`src/rtl/multicycle_control_p.sv`:
```
// Multi-cycle instruction controller: FETCH -> DECODE -> EXEC (EX_CYCLES) -> MEM.
// Adds halt, sticky illegal-opcode detection and a retired-instruction counter.
module multicycle_control_p #(
  parameter int OPW       = 4,
  parameter int EX_CYCLES = 1,
  parameter int CNT_W     = 16
) (
  input  logic             clock,
  input  logic             reset,
  input  logic [OPW-1:0]   OpCode,
  input  logic             MemWait,
  input  logic             Halt,
  output logic [1:0]       PCControl,
  output logic             RegWrite,
  output logic             RegDst,
  output logic             ALUSrc,
  output logic             Branch,
  output logic             Jump,
  output logic             MemWrite,
  output logic             MemRead,
  output logic             MemtoReg,
  output logic [2:0]       ALU_Select,
  output logic             Stall,
  output logic             IllegalOp,
  output logic [CNT_W-1:0] InstrCount,
  output logic [1:0]       State
);

  localparam int EXW = (EX_CYCLES > 1) ? $clog2(EX_CYCLES) : 1;
  localparam logic [EXW-1:0]   EX_LOAD = EXW'(EX_CYCLES - 1);
  localparam logic [EXW-1:0]   EX_ONE  = EXW'(1);
  localparam logic [CNT_W-1:0] CNT_ONE = CNT_W'(1);

  typedef enum logic [1:0] {
    S_FETCH  = 2'd0,
    S_DECODE = 2'd1,
    S_EXEC   = 2'd2,
    S_MEM    = 2'd3
  } state_t;

  state_t           r_state;
  logic [EXW-1:0]   r_exec_cnt;
  logic             r_mem_op;
  logic             r_illegal;
  logic [CNT_W-1:0] r_count;

  logic w_legal;
  logic w_mem_done;

  // Only opcodes 0..7 exist; any higher bit set marks the opcode illegal.
  assign w_legal    = ((OpCode >> 3) == '0);
  assign w_mem_done = !(r_mem_op && MemWait);

  // Sequencer state, exec countdown, memory-op flag, sticky illegal flag and retire counter.
  always_ff @(posedge clock or posedge reset) begin
    if (reset) begin
      r_state    <= S_FETCH;
      r_exec_cnt <= '0;
      r_mem_op   <= 1'b0;
      r_illegal  <= 1'b0;
      r_count    <= '0;
    end else begin
      case (r_state)
        S_FETCH: begin
          if (!Halt) r_state <= S_DECODE;
          else       r_state <= S_FETCH;
        end
        S_DECODE: begin
          if (w_legal) begin
            r_state    <= S_EXEC;
            r_exec_cnt <= EX_LOAD;
            r_mem_op   <= (OpCode[2:0] == 3'd3) || (OpCode[2:0] == 3'd4);
          end else begin
            r_state   <= S_FETCH;
            r_illegal <= 1'b1;
          end
        end
        S_EXEC: begin
          if (r_exec_cnt != '0) r_exec_cnt <= r_exec_cnt - EX_ONE;
          else                  r_state    <= S_MEM;
        end
        S_MEM: begin
          if (w_mem_done) begin
            r_state <= S_FETCH;
            r_count <= r_count + CNT_ONE;
          end else begin
            r_state <= S_MEM;
          end
        end
        default: r_state <= S_FETCH;
      endcase
    end
  end

  // Output decode; reset forces the bubble/stall pattern regardless of state.
  always_comb begin
    PCControl  = 2'd0;
    Stall      = 1'b1;
    RegWrite   = 1'b0;
    RegDst     = 1'b0;
    ALUSrc     = 1'b0;
    Branch     = 1'b0;
    Jump       = 1'b0;
    MemWrite   = 1'b0;
    MemRead    = 1'b0;
    MemtoReg   = 1'b0;
    ALU_Select = 3'd0;
    if (reset) begin
      PCControl = 2'd0;
    end else begin
      case (r_state)
        S_FETCH: begin
          if (!Halt) begin
            PCControl = 2'd1;
            Stall     = 1'b0;
          end else begin
            PCControl = 2'd0;
          end
        end
        S_DECODE: begin
          if (w_legal) begin
            case (OpCode[2:0])
              3'd0: begin RegWrite = 1'b1; RegDst = 1'b1; ALU_Select = 3'd0; end
              3'd1: begin RegWrite = 1'b1; RegDst = 1'b1; ALU_Select = 3'd1; end
              3'd2: begin RegWrite = 1'b1; RegDst = 1'b1; ALU_Select = 3'd2; end
              3'd3: begin RegWrite = 1'b1; ALUSrc = 1'b1; MemRead = 1'b1; MemtoReg = 1'b1; end
              3'd4: begin ALUSrc = 1'b1; MemWrite = 1'b1; end
              3'd5: begin ALU_Select = 3'd1; Branch = 1'b1; end
              3'd6: begin RegWrite = 1'b1; ALUSrc = 1'b1; end
              3'd7: begin Jump = 1'b1; end
              default: ALU_Select = 3'd0;
            endcase
          end else begin
            ALU_Select = 3'd0;
          end
        end
        S_EXEC: PCControl = 2'd0;
        S_MEM: begin
          if (w_mem_done) PCControl = 2'd2;
          else            PCControl = 2'd0;
        end
        default: PCControl = 2'd0;
      endcase
    end
  end

  assign State      = r_state;
  assign IllegalOp  = r_illegal;
  assign InstrCount = r_count;

endmodule

```
`config.mk`:
```
export PLATFORM = sky130hd
export DESIGN_NAME = multicycle_control_p
export DESIGN_NICKNAME = d
export VERILOG_FILES = /design/src/rtl/multicycle_control_p.sv
export SDC_FILE = /design/constraint.sdc
export NUM_CORES = 1
export LEC_CHECK = 0
export BUFFER_PORTS_ARGS = -buffer_cell sky130_fd_sc_hd__buf_2
export CORE_ASPECT_RATIO = 1.5
export CORE_MARGIN = 2
export CORE_UTILIZATION = 44
export DETAILED_ROUTE_END_ITERATION = 12
export PLACE_DENSITY = 0.71
export REMOVE_ABC_BUFFERS = 1
export SLEW_MARGIN = 20
export SYNTH_ARGS = -nofsm -noshare
export SYNTH_HDL_FRONTEND = slang
export SYNTH_SLANG_ARGS = --single-unit
```
`constraint.sdc`:
```
create_clock -name clock -period 1.9 [get_ports clock]
set_clock_uncertainty 0.15 [all_clocks]
set_input_delay 0.095 -clock clock [delete_from_list [all_inputs] [get_ports clock]]
set_output_delay 0.095 -clock clock [all_outputs]
set_load 0.02 [all_outputs]
```
==> qor.csv <==
metric,value,unit
Die Area,2870,µm²
Synth warnings,0,
Synth Instances,103,
fin nets,169,
row count,22,
clk sinks,20,
Final Util,61.4,%
vias in the first global route,854,
initial core utilization,45.1,%
hold slack final,0.168,ns
dpl hpwl,1.69,mm
Pre-Repair DR Iteration Count,4,
worst-path fanout max,6,
global-route wire length before repair,3.66,mm
ratio of final minimum period to clock period,98.4,%
placer congestion estimate,0.804,
"Slew Viols, Final",0,
Worst Hold End,r_mem_op,
Hold Crit Start,OpCode[1],
R2R depth,6,
post-place setup slack,0.109,ns
largest net degree at the start of global routing,21,
GRT Resource Usage Total,17.1,%
initial DRC count,4,
clk slew on worst S/H paths,0.10,ns
IO Port Bufs,39,
Synth top area share,46.3,%
Yosys cell types,30,
VDD IR-drop max,0.000418,V
DR DRC count,0,
crit start category,register,
leading cell types by count after synthesis,"20 x dfrtp_1, 12 x nand2_1, 10 x xnor2_1, 7 x nor2_1, 6 x ha_1",
Pwr Total,0.00114,W
post-synthesis sequential area ratio,46.3,%
Avg Inst Size Synth,10.5,µm²
Final WS setup,0.0300,ns
TritonCTS clock tree,built,
final non-filler cell total,178,
Die H,64.7,µm
mapped cell area,1080,µm²
clk_lat worst skew,0.29,ns
final setup fails,0,
Vias/cell,5.03,
Vias,896,
RSZ-0062 raised after global routing,true,
Synth async-reset ratio,100,%
Die W,44.4,µm
initial antenna violation count,0,
power per cell area,773,nW/µm²
R2R Setup Slk,0.11,ns
routed length per placed instance,12.9,µm
Synth area leaders,"dfrtp_1 46%, xnor2_1 8.1%, ha_1 7.0%",
IO Count,41,
CTS max path bufs,2,
crit path DAT,1.62,ns
fin crit period,1.87,ns
root buffer cell,clkbuf_4,
critical path class,reg2out,
number of synthesized flops with an enable pin,0,
cts bufs inserted,3,
n_diodes,0,
f_max,535,MHz
dominant cell by count in the synthesized netlist,dfrtp_1,
main flop type after synthesis,dfrtp_1,
share of cells above drive strength 1,40.9,%
Seq cells post-synth,20,
worst r2r dst,InstrCount[10],
status,"finished, final reports clean",
P_leak,0.811,nW
Antenna Nets Post-Route,0,
Routed WL,2.30,mm
final hold violation count,0,
Hold Crit Class,in2reg,
DP Cell Count,166,
filler instances,213,
htree depth,1,
CP Data Required Time,1.65,ns
worst reg2reg startpoint,State[1],
max-cap viol count,0,
synth-to-layout area growth,36.3,%
largest area contributor in the netlist,dfrtp_1,
core area,2390,µm²
GR Overflow Total,0,
Min-Delay Path Depth,3,
Setup crit end kind,primary output,
-- logic make-up (layout without fill, tap and decap cells) --
kind of cell             Yosys count  after routing  synth area share, %
AO/OA/AOI/OAI                      8              8                 5.68
XOR/XNOR                          15             15                 12.2
adder cells (fa/ha/maj)            6              6                 6.95
buffers and inverters              5             56                 2.43
flip-flops                        20             20                 46.3
multiplexers                       2              2                 1.97
other                              1              1                0.347
AND/OR/NAND/NOR                   46             46                 24.1
-- metrics by stage --
stage	instance area (µm²)	TNS (ns)
finish	1470	0
floorplan	1060	-1.01
global placement	1310	0
CTS	1400	0
detailed placement	1310	0
global route	1470	-0.236
-- critical path: stages, from the launching register on --
cell and delay [ns]:
dfrtp_1 0.41, inv_2 0.10, ha_4 0.15, nand2b_4 0.05
nand2b_4 0.16, nor3b_2 0.18, and2_1 0.17, buf_6 0.12
-- state kept, by name, summed over array words and instances (netlist names) --
register / cells
State: 2
IllegalOp: 1
r_mem_op: 1
InstrCount: 16
-- final cells by class --
type	instances	area (µm²)	share of cell area (%)
Tap cell	24	30.0	2.04
Inverter	3	11.3	0.765
Sequential cell	20	500	34.0
Multi-Input combinational cell	78	602	40.9
Clock buffer	4	36.3	2.47
Timing Repair Buffer	49	292	19.8
-- what timing repair did --
action                                  CTS  global route
hold endpoints to repair                 23             0
pin swaps                                 0             4
endpoints found under the setup margin    7            11
buffers inserted                          1             3
hold buffers                              4             0
gates resized for setup                   5             9
-- where the power goes --
part | leakage (nW) | switching (W) | internal, W
logic | 0.521 | 0.000206 | 0.000163
registers | 0.269 | 0.0000589 | 0.000474
clock network | 0.0210 | 0.000119 | 0.000117
total | 0.811 | 0.000384 | 0.000753
-- worst max-delay path by stage --
stage	start	endpoint	depth (start not counted)
after floorplan	State[1]	Branch	6
after global placement	State[0]	InstrCount[15]	5
after detailed placement	State[1]	Branch	7
after CTS	State[1]	Branch	7
after global routing	State[1]	MemWrite	8
final	State[1]	Branch	7
-- routing by layer --
layer  vias up  global-route usage (%)  routed length (µm)
met3         2                    2.23                 132
li1        444                       -                   -
met1       420                    18.7                 867
met2        30                    31.3                1280
met4         0                    7.95                  24
met5         -                       0                   0
-- cell usage in the layout (no fill, tap or decap), drive strengths merged, types with 2 or more instances in the layout --
cell type and instances:
inv 3, or2 2, a21oi 3, xor2 5, nand2b 5, dfrtp 20
nor3b 3, and3 3, nor3 5, buf 45, nor2 7, nand4 2
ha 6, clkbuf 4, and4 2, nand2 12, dlygate4sd3 4, nand3 4
xnor2 10
No activity file was read; power rests on OpenSTA's default activity.
